<file path="config.mk">
export PLATFORM = sky130hd
export DESIGN_NAME = ex_mem_reg
export DESIGN_NICKNAME = d
export VERILOG_FILES = /design/src/rtl/ex_mem_reg.sv
export SDC_FILE = /design/constraint.sdc
export NUM_CORES = 1
export LEC_CHECK = 0
export ABC_AREA = 1
export BUFFER_PORTS_ARGS = -buffer_cell sky130_fd_sc_hd__buf_2
export CAP_MARGIN = 15
export CORE_MARGIN = 2
export CORE_UTILIZATION = 30
export DETAILED_ROUTE_END_ITERATION = 7
export PLACE_DENSITY = 0.6
export SLEW_MARGIN = 10
export SYNTH_ARGS = -nofsm -noshare
export SYNTH_HDL_FRONTEND = slang
export SYNTH_SLANG_ARGS = --single-unit
</file>
<file path="constraint.sdc">
create_clock -name clk -period 1.7 [get_ports clk]
set_input_delay 0.34 -clock clk [delete_from_list [all_inputs] [get_ports clk]]
set_output_delay 0.34 -clock clk [all_outputs]
set_load 0.02 [all_outputs]
</file>
<file path="src/rtl/ex_mem_reg.sv">
`default_nettype none
// ============================================================================
// Module   : ex_mem_reg
// Purpose  : EX/MEM pipeline register. Captures the EX-stage result, store
//            data, destination register and MEM/WB controls on each rising
//            edge. Also holds the architectural NZVC flags register with a
//            same-cycle forward path for branches, and a saturating count of
//            bubbles loaded into MEM.
// Revision : 1.0 - initial release
// ----------------------------------------------------------------------------
// Ports
//   clk            in   1      rising-edge clock
//   reset          in   1      asynchronous active-low reset
//   stall          in   1      hold all state this cycle
//   flush          in   1      load a bubble this cycle (beats stall)
//   ex_valid       in   1      EX holds a real instruction
//   execute_output in   WIDTH  EX result
//   store_data     in   WIDTH  register-B value for stores
//   ex_rd          in   REG_W  destination register
//   ex_regwrite/ex_memwrite/ex_memread/ex_memtoreg  in 1 each  controls
//   ex_setflags    in   1      instruction updates NZVC
//   negative/zero/overflow/carry_out  in 1 each  live EX flags
//   mem_valid      out  1      MEM holds a real instruction
//   mem_result     out  WIDTH  registered result
//   mem_store_data out  WIDTH  registered store data
//   mem_rd         out  REG_W  registered destination register
//   mem_regwrite/mem_memwrite/mem_memread/mem_memtoreg  out 1 each
//   flags          out  4      architectural {N,Z,V,C}
//   flags_fwd      out  4      {N,Z,V,C} seen by a branch this cycle
//   bubble_cnt     out  16     saturating count of bubbles loaded
// ============================================================================
module ex_mem_reg #(
  parameter int WIDTH = 64,
  parameter int REG_W = 5
) (
  input  logic             clk,
  input  logic             reset,
  input  logic             stall,
  input  logic             flush,
  input  logic             ex_valid,
  input  logic [WIDTH-1:0] execute_output,
  input  logic [WIDTH-1:0] store_data,
  input  logic [REG_W-1:0] ex_rd,
  input  logic             ex_regwrite,
  input  logic             ex_memwrite,
  input  logic             ex_memread,
  input  logic             ex_memtoreg,
  input  logic             ex_setflags,
  input  logic             negative,
  input  logic             zero,
  input  logic             overflow,
  input  logic             carry_out,
  output logic             mem_valid,
  output logic [WIDTH-1:0] mem_result,
  output logic [WIDTH-1:0] mem_store_data,
  output logic [REG_W-1:0] mem_rd,
  output logic             mem_regwrite,
  output logic             mem_memwrite,
  output logic             mem_memread,
  output logic             mem_memtoreg,
  output logic [3:0]       flags,
  output logic [3:0]       flags_fwd,
  output logic [15:0]      bubble_cnt
);

  localparam logic [REG_W-1:0] c_XZR     = REG_W'(31);
  localparam logic [15:0]      c_CNT_MAX = 16'hFFFF;

  logic             r_valid;
  logic [WIDTH-1:0] r_result;
  logic [WIDTH-1:0] r_store_data;
  logic [REG_W-1:0] r_rd;
  logic             r_regwrite;
  logic             r_memwrite;
  logic             r_memread;
  logic             r_memtoreg;
  logic [3:0]       r_flags;
  logic [15:0]      r_bubble_cnt;

  logic             w_load_bubble;
  logic             w_load_ex;
  logic             w_flag_upd;
  logic [3:0]       w_ex_flags;

  // Flush beats stall; an invalid EX slot on a normal edge is also a bubble.
  assign w_load_bubble = flush | (~stall & ~ex_valid);
  assign w_load_ex     = ~flush & ~stall & ex_valid;
  // Flags only move when a real, non-stalled, non-flushed instruction asks.
  assign w_flag_upd    = w_load_ex & ex_setflags;
  assign w_ex_flags    = {negative, zero, overflow, carry_out};

  always_ff @(posedge clk or negedge reset) begin
    if (!reset) begin
      r_valid      <= 1'b0;
      r_result     <= '0;
      r_store_data <= '0;
      r_rd         <= c_XZR;
      r_regwrite   <= 1'b0;
      r_memwrite   <= 1'b0;
      r_memread    <= 1'b0;
      r_memtoreg   <= 1'b0;
      r_bubble_cnt <= '0;
    end else if (w_load_bubble) begin
      r_valid      <= 1'b0;
      r_result     <= '0;
      r_store_data <= '0;
      r_rd         <= c_XZR;
      r_regwrite   <= 1'b0;
      r_memwrite   <= 1'b0;
      r_memread    <= 1'b0;
      r_memtoreg   <= 1'b0;
      if (r_bubble_cnt != c_CNT_MAX) begin
        r_bubble_cnt <= r_bubble_cnt + 16'd1;
      end
    end else if (w_load_ex) begin
      r_valid      <= 1'b1;
      r_result     <= execute_output;
      r_store_data <= store_data;
      r_rd         <= ex_rd;
      // Writes to XZR are architecturally discarded.
      r_regwrite   <= ex_regwrite & (ex_rd != c_XZR);
      r_memwrite   <= ex_memwrite;
      // A store wins over a conflicting load request.
      r_memread    <= ex_memread & ~ex_memwrite;
      r_memtoreg   <= ex_memtoreg;
    end
  end

  always_ff @(posedge clk or negedge reset) begin
    if (!reset) begin
      r_flags <= 4'b0000;
    end else if (w_flag_upd) begin
      r_flags <= w_ex_flags;
    end
  end

  assign mem_valid      = r_valid;
  assign mem_result     = r_result;
  assign mem_store_data = r_store_data;
  assign mem_rd         = r_rd;
  assign mem_regwrite   = r_regwrite;
  assign mem_memwrite   = r_memwrite;
  assign mem_memread    = r_memread;
  assign mem_memtoreg   = r_memtoreg;
  assign flags          = r_flags;
  assign bubble_cnt     = r_bubble_cnt;
  // Same-cycle bypass so a branch sees flags being written this edge;
  // not gated by reset, so it still forwards while reset is held.
  assign flags_fwd      = w_flag_upd ? w_ex_flags : r_flags;

endmodule
`default_nettype wire
</file>
==> tab_implementation.tex, run 1 <==
\begin{tabular}{lr}
\hline
Metric & Value \\
\hline
\multicolumn{2}{l}{\textbf{Worst setup path}} \\
Worst Path Required & 1360 ps \\
Worst Path Class, Setup & in -> out \\
Critical-path top delay cell & sky130\_fd\_sc\_hd\_\_o21bai\_2 \\
Cells traversed along the worst timing path & buf\_2 -> o21bai\_2 -> nor2\_4 -> nand2\_2 -> nand2\_1 -> nand2\_1 -> buf\_2 \\
Cell depth of the worst flop-to-flop path & 6 \\
Maximum net fanout on the critical path & 7 \\
Critical path arrival & 1270 ps \\
Delay contributed by the slowest stage of the critical path & 220 ps \\
Buffering stage count on the worst path with inverters included & 2 \\
Critical path endpoint category & output pin \\
Stages on the worst setup path & 7 \\
Delay-heaviest family, CP & simple AND/OR/NAND/NOR gates \\
Launching element type of the critical path & primary input \\
\multicolumn{2}{l}{\textbf{Power and ir drop}} \\
Static Leakage & 4.739 nW \\
Switch Pwr & 2.887 mW \\
Clk pwr share & 39.7\% \\
Combinational share of power & 16.9\% \\
Flop pwr share & 43.4\% \\
P\_int & 6.943 mW \\
Switching power as a share of total power & 29.37\% \\
Power per cell area & 1137 nW/µm² \\
Peak supply drop & 0.0005823 V \\
\multicolumn{2}{l}{\textbf{Timing}} \\
Number of endpoints with negative hold slack in the final report & 0 \\
RSZ-0062 raised after global routing & false \\
Setup TNS after final layout & 0 ps \\
Slew @ Worst Pin & 648.2 ps \\
Headroom to the max-slew limit & 56.79\% \\
Setup clock skew after layout & 7.693 ps \\
Final max-slew violation count & 0 \\
Time the final worst path needs with I/O delays and setup & 1607 ps \\
Final setup violation count & 0 \\
Setup WS post-layout & 93.23 ps \\
Ratio of final minimum period to clock period & 94.52\% \\
Upper clock frequency limit & 622.4 MHz \\
\multicolumn{2}{l}{\textbf{Hold path}} \\
Hold path cells & 2 \\
Min-Delay Path Class & in -> reg \\
\multicolumn{2}{l}{\textbf{Yosys}} \\
Net count after synthesis & 635 \\
Part of the Yosys area used for sequential elements & 65.19\% \\
Synthesis warning total & 0 \\
Cell variety after synth & 28 \\
Number of instances in the synthesized netlist & 487 \\
Cell area after synthesis & 6075 µm² \\
Number of synthesized register bits & 158 \\
Avg Cell Area, Syn & 12.47 µm² \\
\multicolumn{2}{l}{\textbf{Global routing}} \\
Largest net degree at the start of global routing & 75 \\
Number of global-route vias before repair & 5,091 \\
All-layer global routing usage & 16.19\% \\
Antenna violations before repair & 3 \\
Global-route wire length before repair & 27,520 µm \\
Grt ovf & 0 \\
\multicolumn{2}{l}{\textbf{Floorplanning}} \\
Starting density of the core & 30.31\% \\
Die boundary width & 146.3 µm \\
Row Count & 52 \\
Core Footprint & 20,040 µm² \\
Ports & 309 \\
Die boundary height & 146.3 µm \\
Floorplan die area & 21,400 µm² \\
\multicolumn{2}{l}{\textbf{Cells and area}} \\
Growth of design area from synthesis to finish & 42.33\% \\
Final design utilization & 43.14\% \\
Final instance area & 8646 µm² \\
Final layout net count & 950 \\
Filler cell count & 1,985 \\
Post-layout instance count excluding filler cells & 1,086 \\
Share of cells above drive strength 1 & 46.01\% \\
Top library cells by usage in the layout, fill and taps aside & sky130\_fd\_sc\_hd\_\_buf\_2, sky130\_fd\_sc\_hd\_\_dfrtp\_1, sky130\_fd\_sc\_hd\_\_a22o\_1 \\
Most frequent standard cell in the layout excluding fill and tap cells & sky130\_fd\_sc\_hd\_\_buf\_2 \\
\multicolumn{2}{l}{\textbf{Clock network}} \\
CTS buffer count & 17 \\
Skew-Pair Late Insertion Delay & 420 ps \\
Clock tree from TritonCTS & yes \\
Reg clk slew, reported paths & 70 ps \\
Clock H-tree levels & 4 \\
Deepest clock path buffer count & 2 \\
Clock tree sinks & 158 \\
Root Buffer Master & sky130\_fd\_sc\_hd\_\_clkbuf\_16 \\
\multicolumn{2}{l}{\textbf{Placed design}} \\
Detailed-placement wirelength estimate & 12,310 µm \\
Post-placement cell area & 8020 µm² \\
Port Buffers & 308 \\
Pre-CTS setup slack & 37.02 ps \\
Routability congestion estimate from global placement & 0.7865 \\
Instance count after placement with tap cells included & 1,051 \\
\multicolumn{2}{l}{\textbf{Routing}} \\
Remaining DRCs & 0 \\
Routed wire length & 17,460 µm \\
Count of routing violations after the opening detailed-route iteration & 212 \\
Detailed-router iteration count before antenna repair & 4 \\
Via count & 5,041 \\
Wirelength per Cell & 16.08 µm \\
Routed Antenna Nets & 0 \\
Via density & 4.642 \\
\multicolumn{2}{l}{\textbf{Run}} \\
Maxcap violations & 0 \\
\multicolumn{2}{l}{\textbf{Outcome}} \\
Run status & finished clean \\
\hline
\end{tabular}
-- power by group through the flow --
stage	clock [mW]	combinational (mW)	sequential [mW]
floorplan	0	0.524	4.71
global placement	0	1.67	4.33
detailed placement	0	1.68	4.34
CTS	4.03	1.68	4.27
global route	4.22	1.80	4.31
finish	3.90	1.66	4.27
-- timing repair --
action / CTS / global route
gates resized for setup: 0 / 1
setup endpoints to repair: 0 / 4
hold buffers: 1 / 0
endpoints found under the hold margin: 34 / 0
buffers inserted: 0 / 1
-- worst paths after layout --
kind                                                 from                    endpoint  slack, ps
min in group asynchronous                           reset  mem_result[27]$_DFFE_PN0P_        410
max in group asynchronous                           reset       mem_rd[2]$_DFFE_PN1P_        720
worst min register to register      mem_valid$_DFFE_PN0P_       mem_valid$_DFFE_PN0P_        480
worst max register to register  bubble_cnt[0]$_DFFE_PN0P_   bubble_cnt[1]$_DFFE_PN0P_        130
worst min-delay path                   execute_output[21]  mem_result[21]$_DFFE_PN0P_        130
worst max-delay path                                flush                flags_fwd[0]         90
-- cell families after synthesis --
kind of cell,count (synthesis),synth area share [%]
xor gates and xnor gates,4,0.5768
buffers and inverters,53,4.449
DFF,158,65.19
AOI/OAI and AO/OA,139,19.65
and+or+nand+nor,132,9.928
adders and majority gates,1,0.2059
-- stage by stage --
stage                     hold slack, ps  power (mW)
final                              128.9       9.831
after global routing               108.8       10.33
after CTS                          110.3       9.984
after detailed placement           289.1       6.016
after global placement             293.4       6.001
after floorplan                    44.41       5.236
-- worst register-to-register path: stages, from the launching register on --
cell,delay (ps)
sky130_fd_sc_hd__dfrtp_1,420
sky130_fd_sc_hd__ha_1,230
sky130_fd_sc_hd__nand2_1,70
sky130_fd_sc_hd__nor2_1,50
sky130_fd_sc_hd__a21oi_1,540
sky130_fd_sc_hd__nand2_1,100
sky130_fd_sc_hd__nand2_1,90
-- flip-flops by register name (all words and copies together), names as in the netlist --
| register | cells |
|---|---|
| bubble_cnt | 16 |
| flags | 4 |
| mem_memread | 1 |
| mem_memtoreg | 1 |
| mem_memwrite | 1 |
| mem_rd | 5 |
| mem_regwrite | 1 |
| mem_result | 64 |
| mem_store_data | 64 |
| mem_valid | 1 |
-- cell usage after synthesis --
library cell,count,share of area (%)
sky130_fd_sc_hd__nand4_1,11,1.1
sky130_fd_sc_hd__nor3_4,1,0.27
sky130_fd_sc_hd__dfrtp_1,153,63
sky130_fd_sc_hd__nor3_1,1,0.082
sky130_fd_sc_hd__a22o_1,129,19
sky130_fd_sc_hd__nand3b_1,1,0.12
sky130_fd_sc_hd__inv_2,2,0.12
sky130_fd_sc_hd__clkbuf_1,9,0.56
sky130_fd_sc_hd__o22ai_1,4,0.41
sky130_fd_sc_hd__nor2_4,3,0.56
sky130_fd_sc_hd__xor2_1,1,0.14
sky130_fd_sc_hd__o21ai_0,3,0.25
sky130_fd_sc_hd__a21oi_1,1,0.082
sky130_fd_sc_hd__inv_1,20,1.2
sky130_fd_sc_hd__o211ai_1,1,0.12
sky130_fd_sc_hd__nor2_1,14,0.87
sky130_fd_sc_hd__o21bai_2,1,0.19
sky130_fd_sc_hd__buf_2,6,0.49
sky130_fd_sc_hd__xnor2_1,3,0.43
sky130_fd_sc_hd__nand2_4,1,0.19
sky130_fd_sc_hd__ha_1,1,0.21
sky130_fd_sc_hd__buf_6,1,0.19
sky130_fd_sc_hd__nand2_2,2,0.21
sky130_fd_sc_hd__buf_4,15,1.9
sky130_fd_sc_hd__nand2_1,80,4.9
sky130_fd_sc_hd__nand3_1,17,1.4
sky130_fd_sc_hd__dfstp_2,5,2.2
sky130_fd_sc_hd__nand3_2,1,0.16
-- per-layer routing --
layer | vias to the layer above | GRT usage (%) | wire length, µm
met5 | - | 0 | 0
met4 | 0 | 5.437 | 305
met3 | 20 | 4.844 | 983
met2 | 178 | 26.42 | 8520
met1 | 2455 | 20.68 | 7654
li1 | 2388 | - | -
-- cell type report --
class,count,area (µm²),share of cell area [%]
Inverter,22,82.58,0.9551
Multi-Input combinational cell,276,1854,21.45
Sequential cell,158,3960,45.80
Tap cell,270,337.8,3.907
Clock buffer,18,429.2,4.964
Antenna cell,1,2.502,0.02894
Timing Repair Buffer,327,1805,20.88
Clock inverter,14,173.9,2.012
No activity file was read; power rests on OpenSTA's default activity.
==> run 2: changes to the inputs <==
- SETUP_SLACK_MARGIN: unset -> 0.4
==> tab_implementation.tex, run 2 (synthesized netlist as in run 1, its figures left out) <==
\begin{tabular}{lr}
\hline
Metric & Value \\
\hline
\multicolumn{2}{l}{\textbf{Clock network}} \\
Clock tree from TritonCTS & yes \\
Skew-Pair Late Insertion Delay & 420 ps \\
Root Buffer Master & sky130\_fd\_sc\_hd\_\_clkbuf\_16 \\
Clock H-tree levels & 4 \\
CTS buffer count & 17 \\
Reg clk slew, reported paths & 70 ps \\
Deepest clock path buffer count & 2 \\
Clock tree sinks & 158 \\
\multicolumn{2}{l}{\textbf{Cells and area}} \\
Top library cells by usage in the layout, fill and taps aside & sky130\_fd\_sc\_hd\_\_buf\_6, sky130\_fd\_sc\_hd\_\_buf\_2, sky130\_fd\_sc\_hd\_\_dfrtp\_1 \\
Share of cells above drive strength 1 & 57.87\% \\
Growth of design area from synthesis to finish & 80.08\% \\
Filler cell count & 1,685 \\
Final instance area & 10,940 µm² \\
Post-layout instance count excluding filler cells & 1,211 \\
Final layout net count & 1,076 \\
Most frequent standard cell in the layout excluding fill and tap cells & sky130\_fd\_sc\_hd\_\_buf\_6 \\
\multicolumn{2}{l}{\textbf{Routing}} \\
Remaining DRCs & 0 \\
Routed wire length & 19,900 µm \\
Count of routing violations after the opening detailed-route iteration & 190 \\
Wirelength per Cell & 16.43 µm \\
Detailed-router iteration count before antenna repair & 4 \\
Via count & 5,725 \\
Routed Antenna Nets & 0 \\
Via density & 4.727 \\
\multicolumn{2}{l}{\textbf{Placed design}} \\
Post-placement cell area & 8202 µm² \\
Instance count after placement with tap cells included & 1,056 \\
Pre-CTS setup slack & 22.58 ps \\
Port Buffers & 308 \\
Detailed-placement wirelength estimate & 12,290 µm \\
Routability congestion estimate from global placement & 0.8030 \\
\multicolumn{2}{l}{\textbf{Timing}} \\
Upper clock frequency limit & 657.7 MHz \\
Setup TNS after final layout & 0 ps \\
Number of endpoints with negative hold slack in the final report & 0 \\
Setup WS post-layout & 179.5 ps \\
Time the final worst path needs with I/O delays and setup & 1520 ps \\
RSZ-0062 raised after global routing & true \\
Final setup violation count & 0 \\
Ratio of final minimum period to clock period & 89.44\% \\
Headroom to the max-slew limit & 63.78\% \\
Slew @ Worst Pin & 541.3 ps \\
Final max-slew violation count & 0 \\
Setup clock skew after layout & 8.863 ps \\
\multicolumn{2}{l}{\textbf{Global routing}} \\
All-layer global routing usage & 17.86\% \\
Antenna violations before repair & 1 \\
Global-route wire length before repair & 30,500 µm \\
Grt ovf & 0 \\
Number of global-route vias before repair & 5,751 \\
Largest net degree at the start of global routing & 75 \\
\multicolumn{2}{l}{\textbf{Power and ir drop}} \\
Power per cell area & 988.9 nW/µm² \\
Static Leakage & 5.647 nW \\
Total power after layout & 10.82 mW \\
Peak supply drop & 0.0006183 V \\
\multicolumn{2}{l}{\textbf{Floorplanning}} \\
Core Footprint & 20,040 µm² \\
Starting density of the core & 30.31\% \\
Die boundary height & 146.3 µm \\
Row Count & 52 \\
Die boundary width & 146.3 µm \\
Ports & 309 \\
Floorplan die area & 21,400 µm² \\
\multicolumn{2}{l}{\textbf{Worst setup path}} \\
Critical path endpoint category & output pin \\
Worst Path Class, Setup & in -> out \\
Maximum net fanout on the critical path & 6 \\
R2R Path Start & bubble\_cnt[9]\$\_DFFE\_PN0P\_ \\
Worst Path Required & 1360 ps \\
Critical path arrival & 1180 ps \\
CP startpoint & flush \\
Launching element type of the critical path & primary input \\
\multicolumn{2}{l}{\textbf{Hold path}} \\
Min-Delay Path Class & in -> reg \\
Origin of the worst min-delay path & store\_data[37] \\
\multicolumn{2}{l}{\textbf{Run}} \\
Maxcap violations & 0 \\
\multicolumn{2}{l}{\textbf{Outcome}} \\
Run status & finished clean \\
\hline
\end{tabular}
==> run 2: cell type report <==
type | instances | area (µm²) | area share (%)
Clock inverter | 14 | 180.2 | 1.647
Timing Repair Buffer | 452 | 3866 | 35.34
Antenna cell | 1 | 2.502 | 0.02288
Sequential cell | 158 | 3976 | 36.35
Inverter | 22 | 82.58 | 0.7549
Tap cell | 270 | 337.8 | 3.088
Clock buffer | 17 | 425.4 | 3.889
Multi-Input combinational cell | 277 | 2068 | 18.91
==> run 2: critical path: stages <==
cell,delay (ps)
sky130_fd_sc_hd__buf_8,100
sky130_fd_sc_hd__o21bai_4,170
sky130_fd_sc_hd__nor2_4,160
sky130_fd_sc_hd__buf_12,150
sky130_fd_sc_hd__nand3_4,70
sky130_fd_sc_hd__nand2_4,90
sky130_fd_sc_hd__buf_6,110
==> run 2: worst paths after layout <==
| check | endpoint | slack, ps | cells past startpoint |
|---|---|---|---|
| setup reg to reg | bubble_cnt[15]$_DFFE_PN0P_ | 290 | 7 |
| hold reg to reg | mem_rd[4]$_DFFE_PN1P_ | 510 | 2 |
| min in group asynchronous | mem_result[7]$_DFFE_PN0P_ | 420 | 2 |
| max in group asynchronous | bubble_cnt[12]$_DFFE_PN0P_ | 650 | 3 |
| setup / recovery | flags_fwd[1] | 180 | 7 |
| hold / removal | mem_store_data[37]$_DFFE_PN0P_ | 130 | 2 |
==> run 2: per-layer routing <==
metal | GRT usage, % | vias to the layer above | share of wire (%)
li1 | - | 2648 | -
met1 | 21.64 | 2808 | 40
met2 | 30.42 | 233 | 51
met3 | 4.500 | 36 | 6.2
met4 | 7.476 | 0 | 2.7
met5 | 0 | - | 0
==> run 2: stage by stage <==
step	utilization [%]	hold WS, ps
floorplan	-	44.41
global placement	40.93	289.4
detailed placement	40.93	288.8
CTS	52.21	109.8
global route	54.59	111.1
finish	54.59	134.2
==> run 2: timing repair <==
item / 4_1_cts / 5_1_grt
endpoints found under the setup margin: 176 / 178
endpoints found under the hold margin: 33 / 0
hold buffers: 1 / 0
buffers inserted: 66 / 54
resized for setup: 351 / 17
pin swaps: 18 / 14
cloned: 1 / 1
==> run 2: power breakdown <==
part	switching [mW]	internal, mW	leakage, nW
Combinational	1.18	1.39	3.30
Sequential	0.275	4.08	2.06
Clock	1.68	2.22	0.294
Total	3.14	7.68	5.65
